File: src/rtl/imem_loader_pkg.sv
// Shared definitions for the instruction memory loader.
// Holds the loader state encodings, the default instruction memory depth,
// and small helper functions used by the FSM.
package imem_loader_pkg;

  // Default instruction memory depth in 32-bit words.
  localparam int unsigned INST_MEM_SIZE = 1024;

  // Loader FSM state encodings.
  localparam logic [2:0] LD_IDLE  = 3'd0;
  localparam logic [2:0] LD_HDR   = 3'd1;
  localparam logic [2:0] LD_DATA  = 3'd2;
  localparam logic [2:0] LD_WRITE = 3'd3;
  localparam logic [2:0] LD_CSUM  = 3'd4;
  localparam logic [2:0] LD_DONE  = 3'd5;
  localparam logic [2:0] LD_ERROR = 3'd6;

  // Byte address of the word at position index, relative to base.
  function automatic logic [31:0] word_addr(input logic [31:0] base,
                                            input logic [15:0] index);
    return base + {14'd0, index, 2'b00};
  endfunction

  // States in which the loader accepts stream bytes.
  function automatic logic is_rx_state(input logic [2:0] st);
    return (st == LD_HDR) || (st == LD_DATA) || (st == LD_CSUM);
  endfunction

  // States in which the core must be held. ERROR keeps the hold so a
  // partially loaded image can never execute.
  function automatic logic is_hold_state(input logic [2:0] st);
    return (st == LD_HDR) || (st == LD_DATA) || (st == LD_WRITE) ||
           (st == LD_CSUM) || (st == LD_ERROR);
  endfunction

endpackage

File: src/rtl/imem_loader_byte_word_assembler.sv
// Assembles big-endian 32-bit words from an accepted byte stream.
// Ports:
//   clk, rst      - clock, synchronous active-high reset
//   clear         - drop any partial word and restart at byte 0
//   byte_in       - incoming byte
//   byte_valid    - byte_in is transferred this cycle
//   word          - assembled word (meaningful when word_valid)
//   word_valid    - the 4th byte of a word is transferred this cycle
module byte_word_assembler
  import imem_loader_pkg::*;
(
  input  logic        clk,
  input  logic        rst,
  input  logic        clear,
  input  logic [7:0]  byte_in,
  input  logic        byte_valid,
  output logic [31:0] word,
  output logic        word_valid
);

  logic [1:0]  byte_cnt_r;
  // Only the first three bytes need storage; the fourth completes the
  // word combinationally so the FSM can act on the same cycle.
  logic [23:0] shift_r;

  assign word       = {shift_r, byte_in};
  assign word_valid = byte_valid && (byte_cnt_r == 2'd3);

  // Byte counter and MSB-first shift register.
  always_ff @(posedge clk) begin
    if (rst || clear) begin
      byte_cnt_r <= 2'd0;
      shift_r    <= 24'd0;
    end else if (byte_valid) begin
      byte_cnt_r <= byte_cnt_r + 2'd1;
      shift_r    <= {shift_r[15:0], byte_in};
    end else begin
      byte_cnt_r <= byte_cnt_r;
      shift_r    <= shift_r;
    end
  end

endmodule

File: src/rtl/imem_loader.sv
// Instruction memory loader: receives a program as a byte stream
// (header word count N, N data words, XOR checksum; all big-endian) and
// writes it word-by-word into instruction memory, holding the CPU while
// loading and releasing it only after a good checksum.
// Ports:
//   clk, rst       - clock, synchronous active-high reset
//   start          - pulse to begin a session (IDLE/DONE/ERROR only)
//   rx_data/valid  - byte stream input; rx_ready grants the transfer
//   wr_en/addr/data- instruction memory write port, one strobe per word
//   cpu_hold       - stall request to the core
//   load_done      - level, load finished with matching checksum
//   load_error     - level, load aborted (oversize header or bad checksum)
//   words_written  - words written in the current session
module imem_loader
  import imem_loader_pkg::*;
#(
  parameter int unsigned MEM_WORDS = INST_MEM_SIZE,
  parameter logic [31:0] BASE_ADDR = 32'h0000_0000
) (
  input  logic        clk,
  input  logic        rst,
  input  logic        start,
  input  logic [7:0]  rx_data,
  input  logic        rx_valid,
  output logic        rx_ready,
  output logic        wr_en,
  output logic [31:0] wr_addr,
  output logic [31:0] wr_data,
  output logic        cpu_hold,
  output logic        load_done,
  output logic        load_error,
  output logic [15:0] words_written
);

  logic [2:0]  state_r;
  logic [2:0]  next_state_s;
  logic        rx_ready_r;
  logic        wr_en_r;
  logic [31:0] wr_addr_r;
  logic [31:0] wr_data_r;
  logic        cpu_hold_r;
  logic        load_done_r;
  logic        load_error_r;
  logic [15:0] words_written_r;
  logic [31:0] hdr_n_r;
  logic [31:0] csum_r;

  logic        xfer_s;
  logic        session_start_s;
  logic [31:0] word_s;
  logic        word_valid_s;
  logic [15:0] ww_next_s;
  logic        last_word_s;

  assign xfer_s          = rx_valid && rx_ready_r;
  assign session_start_s = start && ((state_r == LD_IDLE) ||
                                     (state_r == LD_DONE) ||
                                     (state_r == LD_ERROR));
  assign ww_next_s       = words_written_r + 16'd1;
  assign last_word_s     = ({16'd0, ww_next_s} == hdr_n_r);

  byte_word_assembler u_asm (
    .clk        (clk),
    .rst        (rst),
    .clear      (session_start_s),
    .byte_in    (rx_data),
    .byte_valid (xfer_s),
    .word       (word_s),
    .word_valid (word_valid_s)
  );

  // Next-state logic for the load session FSM.
  always_comb begin
    next_state_s = state_r;
    case (state_r)
      LD_IDLE, LD_DONE, LD_ERROR: begin
        if (start) next_state_s = LD_HDR;
        else       next_state_s = state_r;
      end
      LD_HDR: begin
        if (word_valid_s) begin
          if (word_s > MEM_WORDS)   next_state_s = LD_ERROR;
          else if (word_s == 32'd0) next_state_s = LD_CSUM;
          else                      next_state_s = LD_DATA;
        end else begin
          next_state_s = state_r;
        end
      end
      LD_DATA: begin
        if (word_valid_s) next_state_s = LD_WRITE;
        else              next_state_s = state_r;
      end
      LD_WRITE: begin
        if (last_word_s) next_state_s = LD_CSUM;
        else             next_state_s = LD_DATA;
      end
      LD_CSUM: begin
        if (word_valid_s) begin
          if (word_s == csum_r) next_state_s = LD_DONE;
          else                  next_state_s = LD_ERROR;
        end else begin
          next_state_s = state_r;
        end
      end
      default: next_state_s = LD_IDLE;
    endcase
  end

  // State, registered outputs (decoded from next state), and datapath.
  always_ff @(posedge clk) begin
    if (rst) begin
      state_r         <= LD_IDLE;
      rx_ready_r      <= 1'b0;
      wr_en_r         <= 1'b0;
      wr_addr_r       <= 32'd0;
      wr_data_r       <= 32'd0;
      cpu_hold_r      <= 1'b0;
      load_done_r     <= 1'b0;
      load_error_r    <= 1'b0;
      words_written_r <= 16'd0;
      hdr_n_r         <= 32'd0;
      csum_r          <= 32'd0;
    end else begin
      state_r      <= next_state_s;
      rx_ready_r   <= is_rx_state(next_state_s);
      wr_en_r      <= (next_state_s == LD_WRITE);
      cpu_hold_r   <= is_hold_state(next_state_s);
      load_done_r  <= (next_state_s == LD_DONE);
      load_error_r <= (next_state_s == LD_ERROR);

      if (session_start_s) begin
        words_written_r <= 16'd0;
        csum_r          <= 32'd0;
        hdr_n_r         <= 32'd0;
      end else if (state_r == LD_HDR && word_valid_s) begin
        hdr_n_r <= word_s;
      end else if (state_r == LD_DATA && word_valid_s) begin
        // Present the word during the WRITE cycle; index = words so far.
        wr_data_r <= word_s;
        wr_addr_r <= word_addr(BASE_ADDR, words_written_r);
      end else if (state_r == LD_WRITE) begin
        csum_r          <= csum_r ^ wr_data_r;
        words_written_r <= ww_next_s;
      end else begin
        words_written_r <= words_written_r;
      end
    end
  end

  assign rx_ready      = rx_ready_r;
  assign wr_en         = wr_en_r;
  assign wr_addr       = wr_addr_r;
  assign wr_data       = wr_data_r;
  assign cpu_hold      = cpu_hold_r;
  assign load_done     = load_done_r;
  assign load_error    = load_error_r;
  assign words_written = words_written_r;

endmodule
File: config.mk
export PLATFORM = sky130hd
export DESIGN_NAME = imem_loader
export DESIGN_NICKNAME = d
export VERILOG_FILES = /design/src/rtl/imem_loader_pkg.sv /design/src/rtl/imem_loader_byte_word_assembler.sv /design/src/rtl/imem_loader.sv
export SDC_FILE = /design/constraint.sdc
export NUM_CORES = 1
export LEC_CHECK = 0
export ABC_AREA = 1
export BUFFER_PORTS_ARGS = -buffer_cell sky130_fd_sc_hd__buf_2
export CORE_UTILIZATION = 60
export CTS_BUF_LIST = sky130_fd_sc_hd__clkbuf_2
export DETAILED_ROUTE_END_ITERATION = 12
export GPL_ROUTABILITY_DRIVEN = 0
export HOLD_SLACK_MARGIN = 0.1
export PLACE_DENSITY = 0.83
export SLEW_MARGIN = 5
export SYNTH_ARGS = -nofsm -noshare
export SYNTH_HDL_FRONTEND = slang
export SYNTH_SLANG_ARGS = --single-unit
File: constraint.sdc
create_clock -name clk -period 3 [get_ports clk]
set_input_delay 0.45 -clock clk [delete_from_list [all_inputs] [get_ports clk]]
set_output_delay 0.45 -clock clk [all_outputs]
set_load 0.01 [all_outputs]
==> Flow_metrics.wiki <==
{| class="wikitable"
! Metric !! Value
|-
| Kind of start point of the critical path || flop
|-
| Part of the power in the clock network || 0.336
|-
| Global-route wire length before repair || 29200 um
|-
| Vias per cell || 5.26
|-
| Routed via count || 6617
|-
| Net switching share of the total power || 0.247
|-
| Fin crit period || 2.39 ns
|-
| Finished Cell Area || 8100 sq um
|-
| Final core utilization || 0.695
|-
| Max Freq || 418 MHz
|-
| Most used flip-flop cell after synthesis || sky130_fd_sc_hd__dfxtp_1
|-
| Synth-to-layout area growth || 10.7%
|-
| Seq/Total Area, Yosys || 0.443
|-
| Cell-internal power || 2690 uW
|-
| Violation count after the first detailed-routing iteration || 523
|-
| Max clock buf depth || 2
|-
| Final setup TNS || 0 ns
|-
| Fill cells || 1025
|-
| Gate count of the mapped netlist || 1029
|-
| TritonRoute pass-1 iters || 5
|-
| Sequential Power Share || 0.611
|-
| Count of flip-flops with a built-in enable after synthesis || 0
|-
| Worst-Skew Late Latency || 0.74 ns
|-
| Max cap viols || 0
|-
| Area of the mapped netlist || 7320 sq um
|-
| Die ar. || 12600 sq um
|-
| Arrival time of data at the critical path endpoint || 3.07 ns
|-
| Final worst-path setup slack || 0.608 ns
|-
| Clk sink count || 162
|-
| Remaining routing DRC violations || 0
|-
| Min-Delay Path Class || primary input to flop
|-
| CTS buffer count || 17
|-
| Detailed placer's ending HPWL || 12300 um
|-
| Transition time at the pin with the least slew margin || 0.797 ns
|-
| Headroom to the max-slew limit || 0.468
|-
| Hold Violations, Final || 0
|-
| Placed standard-cell area || 7770 sq um
|-
| Result of the run || finished clean
|-
| Chip width || 112 um
|-
| Number of placement rows || 39
|-
| Peak supply drop || 0.338 mV
|-
| Via count of the first global-routing pass || 6069
|-
| Post-synthesis register bit count || 162
|-
| Initial Util || 0.628
|-
| Y dimension of the die || 112 um
|-
| Critical path type || flop to flop
|-
| Routed length per placed instance || 14.0 um
|-
| P per Cell Area || 440 nW/um^2
|-
| Antenna Violating Nets Remaining || 0
|-
| Total global-route track usage || 0.292
|-
| Type of element capturing the critical path || flop
|-
| Total I/O pin count || 97
|-
| Fraction of final layout cells with drive strength greater than 1 || 0.124
|-
| Number of pins with negative max-slew slack in the final report || 0
|-
| Part of the total power dissipated in combinational logic || 0.054
|-
| Final antenna diode count || 0
|-
| Worst Path Max Fanout || 7
|-
| Final layout net count || 1117
|-
| Clk slew on worst S/H paths || 0.21 ns
|-
| Clock tree skew after final layout || 0.0297 ns
|-
| Number of levels the H-tree was split into || 4
|-
| Post-synth ARST share || 0
|-
| Lkg Pwr || 0.00342 uW
|-
| CTS root buf || sky130_fd_sc_hd__clkbuf_2
|-
| Worst EP required || 3.68 ns
|-
| Setup repair after global routing missed its margin || false
|-
| Sw power || 880 uW
|-
| Setup bufs post-CTS || 0
|-
| TritonCTS clock tree || yes
|-
| Worst slack at placement || 0.635 ns
|-
| Post-route fraction of the period consumed by the critical path || 0.797
|-
| Port-buffer cells || 80
|-
| Initial antenna violation count || 0
|-
| Finish-stage setup viols || 0
|-
| Maximum number of pins on one net before global-route repair || 87
|-
| Number of warnings issued by yosys || 0
|-
| Detailed Route WL || 17600 um
|-
| Number of unique standard cell types used by synthesis || 35
|-
| Total core area || 11700 sq um
|-
| Total gr overflow || 0
|-
| Post-Syn Area per Cell || 7.11 sq um
|}
registers in the layout, summed over array words and instances (netlist names):
name,count
cpu_hold,1
csum_r,32
hdr_n_r,32
load_done,1
load_error,1
rx_ready,1
state_r,3
u_asm.byte_cnt_r,2
u_asm.shift_r,24
words_written,16
wr_addr,16
wr_data,32
wr_en,1
critical path, cell delays in order (launching register included):
cell                      delay [ns]
sky130_fd_sc_hd__dfxtp_1        0.49
sky130_fd_sc_hd__ha_1           0.23
sky130_fd_sc_hd__nand2_1        0.14
sky130_fd_sc_hd__nor2_4         0.20
sky130_fd_sc_hd__nand2_1        0.09
sky130_fd_sc_hd__nand3_1        0.08
sky130_fd_sc_hd__nand2_1        0.05
sky130_fd_sc_hd__nor2_1         0.14
sky130_fd_sc_hd__nand2_1        0.07
sky130_fd_sc_hd__inv_1          0.05
sky130_fd_sc_hd__nand2_1        0.06
sky130_fd_sc_hd__nor2_2         0.11
sky130_fd_sc_hd__nand3_2        0.10
sky130_fd_sc_hd__o21ai_2        0.20
sky130_fd_sc_hd__nand2_2        0.12
sky130_fd_sc_hd__nor2_4         0.14
sky130_fd_sc_hd__nor2_1         0.04
sky130_fd_sc_hd__nand2_1        0.05
synth_stat cells, types with 2 or more instances:
| cell type | number | area share |
|---|---|---|
| sky130_fd_sc_hd__o21ai_0 | 57 | 0.039 |
| sky130_fd_sc_hd__inv_1 | 90 | 0.046 |
| sky130_fd_sc_hd__nor2_2 | 5 | 0.0043 |
| sky130_fd_sc_hd__a211oi_1 | 5 | 0.0051 |
| sky130_fd_sc_hd__a21oi_1 | 98 | 0.067 |
| sky130_fd_sc_hd__dfxtp_1 | 162 | 0.44 |
| sky130_fd_sc_hd__buf_2 | 7 | 0.0048 |
| sky130_fd_sc_hd__buf_4 | 16 | 0.016 |
| sky130_fd_sc_hd__nand3_2 | 2 | 0.0027 |
| sky130_fd_sc_hd__mux2i_1 | 15 | 0.021 |
| sky130_fd_sc_hd__nor3_1 | 5 | 0.0034 |
| sky130_fd_sc_hd__nand2_1 | 246 | 0.13 |
| sky130_fd_sc_hd__nor2_1 | 167 | 0.086 |
| sky130_fd_sc_hd__o21ai_1 | 3 | 0.0021 |
| sky130_fd_sc_hd__inv_2 | 2 | 0.0010 |
| sky130_fd_sc_hd__nor2_4 | 2 | 0.0031 |
| sky130_fd_sc_hd__nand2_2 | 5 | 0.0043 |
| sky130_fd_sc_hd__xor2_1 | 37 | 0.044 |
| sky130_fd_sc_hd__xnor2_1 | 14 | 0.017 |
| sky130_fd_sc_hd__clkbuf_1 | 34 | 0.017 |
| sky130_fd_sc_hd__nand3_1 | 35 | 0.024 |
| sky130_fd_sc_hd__nand4_1 | 8 | 0.0068 |
| sky130_fd_sc_hd__ha_1 | 2 | 0.0034 |
placed cells by master (no fill, tap or decap), types with 2 or more instances in the layout:
cell	n
sky130_fd_sc_hd__a211oi_1	5
sky130_fd_sc_hd__a21oi_1	98
sky130_fd_sc_hd__buf_12	2
sky130_fd_sc_hd__buf_2	80
sky130_fd_sc_hd__buf_4	7
sky130_fd_sc_hd__bufinv_16	3
sky130_fd_sc_hd__clkbuf_2	20
sky130_fd_sc_hd__clkinv_1	4
sky130_fd_sc_hd__clkinv_2	3
sky130_fd_sc_hd__clkinvlp_4	2
sky130_fd_sc_hd__conb_1	16
sky130_fd_sc_hd__dfxtp_1	162
sky130_fd_sc_hd__dlygate4sd3_1	9
sky130_fd_sc_hd__ha_1	2
sky130_fd_sc_hd__inv_1	89
sky130_fd_sc_hd__inv_2	3
sky130_fd_sc_hd__mux2i_1	15
sky130_fd_sc_hd__nand2_1	246
sky130_fd_sc_hd__nand2_2	5
sky130_fd_sc_hd__nand3_1	35
sky130_fd_sc_hd__nand3_2	2
sky130_fd_sc_hd__nand4_1	8
sky130_fd_sc_hd__nor2_1	166
sky130_fd_sc_hd__nor2_2	5
sky130_fd_sc_hd__nor2_4	3
sky130_fd_sc_hd__nor3_1	4
sky130_fd_sc_hd__o21ai_0	57
sky130_fd_sc_hd__o21ai_1	3
sky130_fd_sc_hd__xnor2_1	14
sky130_fd_sc_hd__xor2_1	37
routing by layer:
layer	global-route usage	share of wire	vias to the layer above
met5	0	0	-
met4	0.116	0.024	0
met3	0.0637	0.056	29
met2	0.481	0.47	212
met1	0.375	0.45	3001
li1	-	-	3375
worst paths after layout:
| kind | slack, ns | depth (start not counted) | start | end |
|---|---|---|---|---|
| worst max-delay path | 0.61 | 17 | words_written[1] | cpu_hold |
| worst min-delay path | 0.19 | 5 | start | words_written[12] |
| worst max register to register | 0.61 | 17 | words_written[1] | cpu_hold |
| worst min register to register | 0.50 | 2 | wr_addr[3] | wr_addr[3] |
kinds of logic (layout without fill, tap and decap cells):
logic type	count (synthesis)	in the layout	synth area share
fa+ha+maj	2	2	0.00342
flops	162	162	0.443
buf+inv	151	223	0.0869
compound gates	169	169	0.119
simple gates	477	477	0.262
xor+xnor	52	52	0.0641
mux	15	15	0.0205
other cells	1	16	0.000512
power by group through the flow:
stage	sequential (uW)	clock [uW]	combinational [uW]
2_1_floorplan	2220	0	133
3_3_place_gp	2220	0	176
3_5_place_dp	2220	0	177
4_1_cts	2180	1210	187
5_1_grt	2180	1320	208
6_report	2180	1200	191
per-stage QoR:
| stage | instances | total power [uW] | hold slack, ns |
|---|---|---|---|
| global route | 1259 | 3700 | 0.137 |
| floorplan | 1044 | 2350 | 0.445 |
| global placement | 1218 | 2390 | 0.461 |
| finish | 1259 | 3570 | 0.189 |
| CTS | 1259 | 3570 | 0.144 |
| detailed placement | 1218 | 2400 | 0.471 |
layout make-up:
class                           instances  area, sq um  share of cell area
Sequential cell                       162         3240               0.400
Clock buffer                           20          100              0.0124
Inverter                               93          349              0.0431
Clock inverter                         12          140              0.0173
Tap cell                              143          179              0.0221
Timing Repair Buffer                   98          583              0.0720
Multi-Input combinational cell        731         3510               0.433
what timing repair did:
| action | CTS | global route |
|---|---|---|
| hold endpoints to repair | 29 | 0 |
| gates resized for setup | 0 | 0 |
| hold buffers | 9 | 0 |
Power figures use the tool's default switching activity.
